[src/rtl/encoder_pkg.sv]
// Shared types and constants for the request-vector encoder.
package encoder_pkg;

    typedef enum logic [1:0] {
        IDLE  = 2'd0,
        DRAIN = 2'd1,
        ZERO  = 2'd2
    } state_e;

    localparam int DEFAULT_WIDTH = 8;

    // Number of bits needed to hold an index into an n-bit vector.
    function automatic int clog2_w(input int n);
        int r;
        r = 0;
        for (int i = 0; i < 31; i++) begin
            if ((1 << i) < n) begin
                r = i + 1;
            end
        end
        return r;
    endfunction

endpackage

[src/rtl/encoder_8to3_drain_ffs.sv]
// Combinational find-first-set over WIDTH bits.
// Scan direction: lowest bit first by default; highest bit first when
// ENCODER_MSB_FIRST_EN is defined.
module ffs_encoder
    import encoder_pkg::*;
#(
    parameter  int WIDTH  = DEFAULT_WIDTH,
    localparam int CODE_W = clog2_w(WIDTH)
) (
    input  logic [WIDTH-1:0]  vec_i,
    output logic [CODE_W-1:0] index_o,
    output logic [WIDTH-1:0]  onehot_rem_o
);

    // Priority scan: the last matching assignment wins, so the loop runs
    // from the lowest-priority end toward the highest-priority end.
    always_comb begin
        index_o = '0;
`ifdef ENCODER_MSB_FIRST_EN
        for (int i = 0; i < WIDTH; i++) begin
            if (vec_i[i]) begin
                index_o = CODE_W'(i);
            end
        end
`else
        for (int i = WIDTH - 1; i >= 0; i--) begin
            if (vec_i[i]) begin
                index_o = CODE_W'(i);
            end
        end
`endif
        onehot_rem_o          = vec_i;
        onehot_rem_o[index_o] = 1'b0;
    end

endmodule

[src/rtl/encoder_8to3_drain.sv]
// Multi-hot request vector to binary code stream, one code per beat.
// Optional macro ENCODER_MSB_FIRST_EN flips the emission order to descending.
module encoder_8to3_drain
    import encoder_pkg::*;
#(
    parameter  int WIDTH  = DEFAULT_WIDTH,
    localparam int CODE_W = clog2_w(WIDTH)
) (
    input  logic              clk,
    input  logic              rst,
    input  logic [WIDTH-1:0]  in_vec,
    input  logic              in_valid,
    output logic              in_ready,
    output logic [CODE_W-1:0] out_code,
    output logic              out_valid,
    input  logic              out_ready,
    output logic              out_last,
    output logic              out_zero,
    output logic [CODE_W:0]   out_idx
);

    state_e              state_q, state_d;
    logic [WIDTH-1:0]    pending_q, pending_d;
    logic [CODE_W:0]     idx_q, idx_d;

    logic [CODE_W-1:0]   ffsIndex;
    logic [WIDTH-1:0]    ffsRem;
    logic                lastBit;

    ffs_encoder #(.WIDTH(WIDTH)) u_ffs (
        .vec_i        (pending_q),
        .index_o      (ffsIndex),
        .onehot_rem_o (ffsRem)
    );

    assign lastBit = (ffsRem == '0);

    // Next-state and output decode; outputs depend only on registered state.
    always_comb begin
        state_d   = state_q;
        pending_d = pending_q;
        idx_d     = idx_q;
        in_ready  = 1'b0;
        out_valid = 1'b0;
        out_code  = '0;
        out_last  = 1'b0;
        out_zero  = 1'b0;
        out_idx   = '0;
        unique case (state_q)
            IDLE: begin
                in_ready = 1'b1;
                if (in_valid) begin
                    idx_d = '0;
                    if (in_vec != '0) begin
                        pending_d = in_vec;
                        state_d   = DRAIN;
                    end else begin
                        state_d   = ZERO;
                    end
                end
            end
            DRAIN: begin
                out_valid = 1'b1;
                out_code  = ffsIndex;
                out_last  = lastBit;
                out_idx   = idx_q;
                if (out_ready) begin
                    if (lastBit) begin
                        pending_d = '0;
                        idx_d     = '0;
                        state_d   = IDLE;
                    end else begin
                        pending_d = ffsRem;
                        idx_d     = idx_q + 1'b1;
                    end
                end
            end
            ZERO: begin
                out_valid = 1'b1;
                out_last  = 1'b1;
                out_zero  = 1'b1;
                if (out_ready) begin
                    state_d = IDLE;
                end
            end
            default: begin
                state_d = IDLE;
            end
        endcase
    end

    // State, pending-bit and beat-counter registers with synchronous reset.
    always_ff @(posedge clk) begin
        if (rst) begin
            state_q   <= IDLE;
            pending_q <= '0;
            idx_q     <= '0;
        end else begin
            state_q   <= state_d;
            pending_q <= pending_d;
            idx_q     <= idx_d;
        end
    end

endmodule

[config.mk]
export PLATFORM = sky130hd
export DESIGN_NAME = encoder_8to3_drain
export DESIGN_NICKNAME = d
export VERILOG_FILES = /design/src/rtl/encoder_pkg.sv /design/src/rtl/encoder_8to3_drain_ffs.sv /design/src/rtl/encoder_8to3_drain.sv
export SDC_FILE = /design/constraint.sdc
export NUM_CORES = 1
export LEC_CHECK = 0
export ABC_CLOCK_PERIOD_IN_PS = 4150
export CAP_MARGIN = 20
export CORE_MARGIN = 3
export CORE_UTILIZATION = 54
export DETAILED_ROUTE_END_ITERATION = 8
export PLACE_DENSITY = 0.84
export SYNTH_ARGS = -nofsm -noshare
export SYNTH_HDL_FRONTEND = slang
export SYNTH_SLANG_ARGS = --single-unit
[constraint.sdc]
create_clock -name clk -period 4.15 [get_ports clk]
set_input_delay 0.83 -clock clk [delete_from_list [all_inputs] [get_ports clk]]
set_output_delay 0.83 -clock clk [all_outputs]
set_load 0.02 [all_outputs]
==> results of run 1 <==
## worst register-to-register path: stages (launching register included)
cell and delay (ps):
dfxtp_1 320, inv_1 90, ha_1 640, mux2i_1 230, a311o_1 500, nor2_1 350, nand2_1 110, a21oi_1 140
## registers in the layout, indices dropped and copies added (netlist names)
signal and count:
pending_q 8, state_q 2, idx_q 4
## area by class of cell
| type | instances | area, sq um | share of cell area (%) |
|---|---|---|---|
| Tap cell | 25 | 31.28 | 2.385 |
| Sequential cell | 14 | 280.3 | 21.37 |
| Timing Repair Buffer | 22 | 220.2 | 16.79 |
| Clock buffer | 4 | 36.28 | 2.767 |
| Inverter | 5 | 18.77 | 1.431 |
| Multi-Input combinational cell | 114 | 724.4 | 55.25 |
## layer usage
layer  wire length [microns]  GRT usage, %  up-vias
li1                        -             -      540
met1                    1247         34.24      510
met2                    1248         35.22       49
met3                     168         4.451        7
met4                      53         12.56        0
met5                       0             0        -
## cells in the final DEF, fill, tap and decap left out, types with 2 or more instances in the layout
cell / count
nand2b_1: 3
clkbuf_4: 3
nor3b_1: 3
o21a_1: 3
a21o_1: 2
nor3_1: 3
nor4_1: 4
dfxtp_1: 14
nor2b_1: 5
and2_1: 5
nand3_1: 3
o21ai_0: 7
ha_1: 4
a21oi_1: 16
nand4_1: 3
nor2_2: 2
clkdlybuf4s50_1: 22
o21ai_1: 3
inv_1: 5
nor2_1: 15
nand2_1: 12
## stage by stage
step / worst slack (ps) / hold slack, ps / area [sq um] / std cells
floorplan: 1734 / 457.6 / 1065 / 142
global placement: 1186 / 476.6 / 1275 / 180
detailed placement: 1125 / 489.8 / 1275 / 180
CTS: 785.9 / 505.1 / 1311 / 184
global route: 660.6 / 533.2 / 1311 / 184
finish: 769.2 / 510.6 / 1311 / 184
## logic make-up after synthesis
logic type,count (synthesis),share of synthesized area [%]
adders and majority gates,4,4.701
DFF,14,26.32
buffers and inverters,14,5.641
muxes,2,2.350
and+or+nand+nor,64,33.14
AOI/OAI and AO/OA,44,27.85
## power breakdown
part	switching [mW]	total (mW)	leakage, nW	internal [mW]
sequential	0.0473	0.206	0.114	0.158
combinational	0.254	0.433	0.350	0.179
clock	0.0493	0.103	0.0210	0.0535
total	0.350	0.741	0.486	0.391
## final timing paths
kind	start	endpoint	slack [ps]	cells after the start
setup reg to reg	state_q[1]	pending_q[5]	1700	7
setup / recovery	pending_q[0]	out_last	770	6
hold / removal	idx_q[1]	idx_q[1]	510	2
hold reg to reg	idx_q[1]	idx_q[1]	510	2
==> metrics.md, run 1 <==
| Metric | Value |
|---|---|
| Run status | completed |
| Initial standard-cell utilization of the core | between 50 and 60% |
| Die X-Extent | 50.41 microns |
| Prevailing post-synth register cell | dfxtp_1 |
| Final antenna-violating net count | 0 |
| Sequential fraction of the synthesis area | 26.32% |
| Nets | approximately 180 |
| Post-Route Utilization | between 70% and 80% |
| Worst Path Required | about 3300 ps |
| First-pass detailed-route iteration total | 4 |
| Critical path endpoint category | output pin |
| Number of buffers inserted during clock tree synthesis | 3 |
| Longest individual stage delay on the worst path | 600 ps |
| Htree depth | 1 |
| Number of nets in the synthesized netlist | about 160 |
| Number of antenna violations at the first check in global routing | 0 |
| Area overhead of the layout relative to synthesis | 23.15% |
| Vias per Instance | between 6 and 7 |
| Count of warnings emitted by yosys | 0 |
| Cell type group with the largest total delay on the critical path | compound AO/OA/AOI/OAI gates |
| Number of sinks driven by the clock tree | 14 |
| Startpoint kind of the worst setup timing path | register |
| Number of setup violations in the final report | 0 |
| Timing-limited maximum frequency | 295.8 MHz |
| Placement Rows | 15 |
| Top-level port count | 23 |
| Global routing usage summed across all routing layers | roughly 24% |
| Cell leakage power | between 0.4 and 0.5 nW |
| Total Wirelength | approximately 2.7 mm |
| Cell type with the largest total area after synthesis | dfxtp_1 |
| Buffers plus inverters on the worst setup path | 1 |
| Remaining max-slew budget at the tightest pin | around half |
| Top cells by area, synth | dfxtp_1 (26%), a21oi_1 (7.5%), nor2_1 (5.3%) |
| Library cell with the highest instance count after synthesis | a21oi_1 |
| Clock slew seen by the registers of the worst setup and hold paths | around 90 ps |
| Cells after synthesis | between 100 and 150 |
| # diodes | 0 |
| Number of enable-type register cells in the synthesized netlist | 0 |
| Global-route wire length before repair | 4.726 mm |
| Share of the synthesized area in the top cell type | a little over a quarter |
| RSZ-0062 raised after global routing | no |
| Pin count of the biggest net entering global routing | 24 |
| Final Max Slew Viols | 0 |
| Mapped Area | ~1100 sq um |
| Total vias in the final route | 1106 |
| Final Hold Violating Endpoints | 0 |
| Number of filler instances in the final layout | around 150 |
| Number of buffers on the longest clock path | 2 |
| Number of global-route vias before repair | 1030 |
| Iteration-0 DRC count of the detailed router | 40 |
| CTS Root Cell | clkbuf_4 |
| Routed WL per cell | 14.77 microns |
| Actual transition at the worst max-transition pin | ~740 ps |
| Commonest cells in the synthesized netlist | a21oi_1 (16), nor2_1 (15), dfxtp_1 (14) |
| Number of I/O port buffers | 22 |
| DP Wirelength | about 2 mm |
| Ratio of cells with drive above 1 in the final layout | 7.547% |
| Largest driver fanout on the critical path | 10 |
| Period utilization | between 80% and 90% |
| Arrival @ worst endpoint | between 2000 and 3000 ps |
| Worst min-delay path category | register to register |
| TritonCTS clock tree | yes |
| Number of buffers inserted to repair setup after CTS | 0 |
| Total grt overflow | 0 |
| Yosys reg bits | 14 |
| Synth unique cells | 43 |
| Placeable Area | between 1500 and 2000 sq um |
| Worst VDD drop | between 400 and 500 uV |
| Critical path, cell by cell | nor4_4 -> a21oi_2 -> a211o_2 -> a21boi_1 -> o21a_1 -> clkdlybuf4s50_1 |
| Min cycle time layout | between 3000 and 4000 ps |
| Overall power of the completed layout | roughly 0.74 mW |
| Number of DRC violations after detailed routing | 0 |
| Reported max-cap violation count | 0 |
| Quantity of hold-fixing buffers added after cts | 0 |
| Clk_lat worst skew | around 290 ps |
| CTS-repair resized insts | 0 |
| Maximum clock skew at final layout | 0.5679 ps |
| Overall die height | 50.41 microns |
| Crit Path Category | register to output pin |
| Setup Total Neg Slack | 0 ps |
| Die Outline Area | about 2500 sq um |
| Routability cong. | between 0.8 and 0.9 |
| Share of synthesized registers carrying an async set or reset | 0% |
| Crit path max-delay cell type | clkdlybuf4s50_1 |
| Total power divided by cell area | around 570 nW/um^2 |
| Mean area per synthesized cell | between 7 and 8 sq um |
Note: power is estimated with default switching activity, not from simulation.
==> run 2, diff against run 1 <==
--- a/config.mk
+++ b/config.mk
@@ -5,12 +5,12 @@
 export SDC_FILE = /design/constraint.sdc
 export NUM_CORES = 1
 export LEC_CHECK = 0
-export ABC_CLOCK_PERIOD_IN_PS = 4150
+export ABC_CLOCK_PERIOD_IN_PS = 3320
 export CAP_MARGIN = 20
 export CORE_MARGIN = 3
-export CORE_UTILIZATION = 54
+export CORE_UTILIZATION = 50
 export DETAILED_ROUTE_END_ITERATION = 8
-export PLACE_DENSITY = 0.84
+export PLACE_DENSITY = 0.79
 export SYNTH_ARGS = -nofsm -noshare
 export SYNTH_HDL_FRONTEND = slang
 export SYNTH_SLANG_ARGS = --single-unit
==> constraint.sdc (replaced) <==
create_clock -name clk -period 3.32 [get_ports clk]
set_input_delay 0.664 -clock clk [delete_from_list [all_inputs] [get_ports clk]]
set_output_delay 0.664 -clock clk [all_outputs]
set_load 0.02 [all_outputs]
==> metrics.md, run 2 (synthesis results as in run 1) <==
| Metric | Value |
|---|---|
| Run status | completed (unchanged) |
| Net Sw Power | 0.4259 mW (was 0.3503 mW) |
| Die Outline Area | 2719 sq um (was 2541 sq um) |
| Final Hold Violating Endpoints | 0 (unchanged) |
| Internal portion of total power | 0.4964 mW (was 0.3911 mW) |
| Critical R2R Capture | pending_q[5] (unchanged) |
| Logic gate share of total power | 58.7% (was 58.4%) |
| Largest register by flop count | pending_q (unchanged) |
| Initial standard-cell utilization of the core | 53.72% (was 59.10%) |
| Clock slew seen by the registers of the worst setup and hold paths | 90 ps (about the same) |
| Worst Path Required | 2660 ps (was 3320 ps) |
| Registers with the most flip-flops | pending_q x8, idx_q x4, state_q x2 (unchanged) |
| Startpoint of the worst register-to-register path | state_q[1] (unchanged) |
| DP Wirelength | 2.008 mm (was 2.003 mm) |
| Worst VDD drop | 482.9 uV (was 422.4 uV) |
| Quantity of hold-fixing buffers added after cts | 0 (unchanged) |
| Total Wirelength | 2.688 mm (was 2.718 mm) |
| Global-route wire length before repair | 4.443 mm (was 4.726 mm) |
| Largest driver fanout on the critical path | 10 (unchanged) |
| Min cycle time layout | ~3200 ps |
| Number of buffers inserted during clock tree synthesis | 3 (unchanged) |
| Routability cong. | 0.9166 (was 0.8449) |
| Cell leakage power | 0.4903 nW (was 0.4856 nW) |
| Nets | 177 (was 176) |
| Number of buffers on the longest clock path | 2 (unchanged) |
| RSZ-0062 raised after global routing | no (unchanged) |
| Remaining max-slew budget at the tightest pin | 51.90% (was 50.99%) |
| Number of buffers inserted to repair setup after CTS | 0 (unchanged) |
| Total power divided by cell area | 698.0 nW/um^2 (was 565.5 nW/um^2) |
| Startpoint kind of the worst setup timing path | register (unchanged) |
| Final Max Slew Viols | 0 (unchanged) |
| Number of global-route vias before repair | 993 (was 1030) |
| Number of antenna violations at the first check in global routing | 0 (unchanged) |
| Crit Path Category | register to output pin (unchanged) |
| Reported max-cap violation count | 0 (unchanged) |
| Hold Startpoint | idx_q[1] (unchanged) |
| Final critical-path setup slack | 158.7 ps (was 769.2 ps) |
| CTS Root Cell | clkbuf_4 (unchanged) |
| Placed cell count | 183 (was 180) |
| Placement Setup Slack | 498.1 ps (was 1125 ps) |
| Total grt overflow | 0 (unchanged) |
| Worst min-delay path category | register to register (unchanged) |
| Die X-Extent | 52.15 microns (was 50.41 microns) |
| Number of DRC violations after detailed routing | 0 (unchanged) |
| Worst Reg-to-Reg Cells | 7 (unchanged) |
| Total vias in the final route | 1094 (was 1106) |
| Global routing usage summed across all routing layers | 21.58% (was 24.39%) |
| Number of cells traversed by the worst hold path | 2 (unchanged) |
| Timing-limited maximum frequency | 316.3 MHz |
| Critical path endpoint category | output pin (unchanged) |
| Share of total power in the clock network | 13.6% (was 13.9%) |
| CTS-repair resized insts | 0 (unchanged) |
| Actual transition at the worst max-transition pin | 714.9 ps (was 735.2 ps) |
| Commonest non-fill, non-tap cell in the layout | clkdlybuf4s50_1 (unchanged) |
| Period utilization | roughly 95% |
| Placement Rows | 16 (was 15) |
| Placeable Area | 1982 sq um (was 1802 sq um) |
| Number of sinks driven by the clock tree | 14 (unchanged) |
| Area overhead of the layout relative to synthesis | 24.09% (was 23.15%) |
| Setup Total Neg Slack | 0 ps (unchanged) |
| Part of the power in registers | 27.8% (was 27.7%) |
| Worst R2R Setup Slack | 930 ps (was 1700 ps) |
| Max FFs per register | 8 (unchanged) |
| # diodes | 0 (unchanged) |
| Number of filler instances in the final layout | 170 (was 152) |
| Highest-count cells in the layout ignoring fill and taps | clkdlybuf4s50_1 (22), a21oi_1 (16), nor2_1 (15) (unchanged) |
| Final antenna-violating net count | 0 (unchanged) |
| Ratio of cells with drive above 1 in the final layout | 8.125% (was 7.547%) |
| TritonCTS clock tree | yes (unchanged) |
| Number of I/O port buffers | 22 (unchanged) |
| Maximum clock skew at final layout | 1.006 ps (was 0.5679 ps) |
| Overall die height | 52.15 microns (was 50.41 microns) |
| Number of setup violations in the final report | 0 (unchanged) |
| Worst hold endpoint | idx_q[1] (unchanged) |
| Clk_lat worst skew | 280 ps (was 290 ps) |
| Vias per Instance | 5.850 (was 6.011) |
| Sw Share | 46.18% (was 47.25%) |
| Iteration-0 DRC count of the detailed router | 46 (was 40) |
| Top-level port count | 23 (unchanged) |
| Final non-filler cell total | 187 (was 184) |
| Arrival @ worst endpoint | 2500 ps (was 2550 ps) |
| First-pass detailed-route iteration total | 4 (unchanged) |
| Pin count of the biggest net entering global routing | 24 (unchanged) |
| Routed WL per cell | 14.37 microns (was 14.77 microns) |
| Htree depth | 1 (unchanged) |
[run 2: worst max-delay path: stages, from the launching register on]
cell	delay [ps]
dfxtp_1	420
nor4_4	390
a21oi_2	140
a211o_2	390
a21boi_1	150
o21a_1	120
clkdlybuf4s50_1	590
[run 2: layer usage]
metal | wire (microns) | track usage, % | vias up
li1 | - | - | 545
met1 | 1236 | 29.07 | 509
met2 | 1269 | 34.73 | 36
met3 | 155 | 2.865 | 4
met4 | 27 | 8.085 | 0
met5 | 0 | 0 | -
[run 2: cell type report]
type / count / area (sq um) / share of cell area (%)
Tap cell: 27 / 33.78 / 2.557
Multi-Input combinational cell: 114 / 724.4 / 54.83
Sequential cell: 14 / 280.3 / 21.21
Timing Repair Buffer: 23 / 227.7 / 17.23
Clock buffer: 4 / 36.28 / 2.746
Inverter: 5 / 18.77 / 1.420
[run 2: worst max path at each step]
stage	start	end	slack (ps)	cells past startpoint
after global placement	pending_q[0]	out_last	510	6
after CTS	pending_q[2]	out_last	160	6
after floorplan	pending_q[0]	out_last	1070	6
final	pending_q[0]	out_last	160	6
after detailed placement	pending_q[2]	out_last	500	6
after global routing	pending_q[0]	out_last	30	6
[run 2: per-stage QoR]
stage	power, mW	hold WS, ps	util (%)	cell area [sq um]
finish	0.9223	514.3	66.67	1321
global route	0.9991	525.2	66.67	1321
CTS	0.9221	514.4	66.67	1321
detailed placement	0.7936	502.3	64.84	1285
global placement	0.7876	479.4	64.84	1285
floorplan	0.6569	457.6	-	1065
[run 2: power groups by stage]
stage / Combinational, mW / Clock [mW] / Sequential (mW)
final: 0.541 / 0.125 / 0.256
after global routing: 0.604 / 0.134 / 0.261
after CTS: 0.541 / 0.128 / 0.254
after detailed placement: 0.536 / 0 / 0.258
after global placement: 0.532 / 0 / 0.256
after floorplan: 0.428 / 0 / 0.229
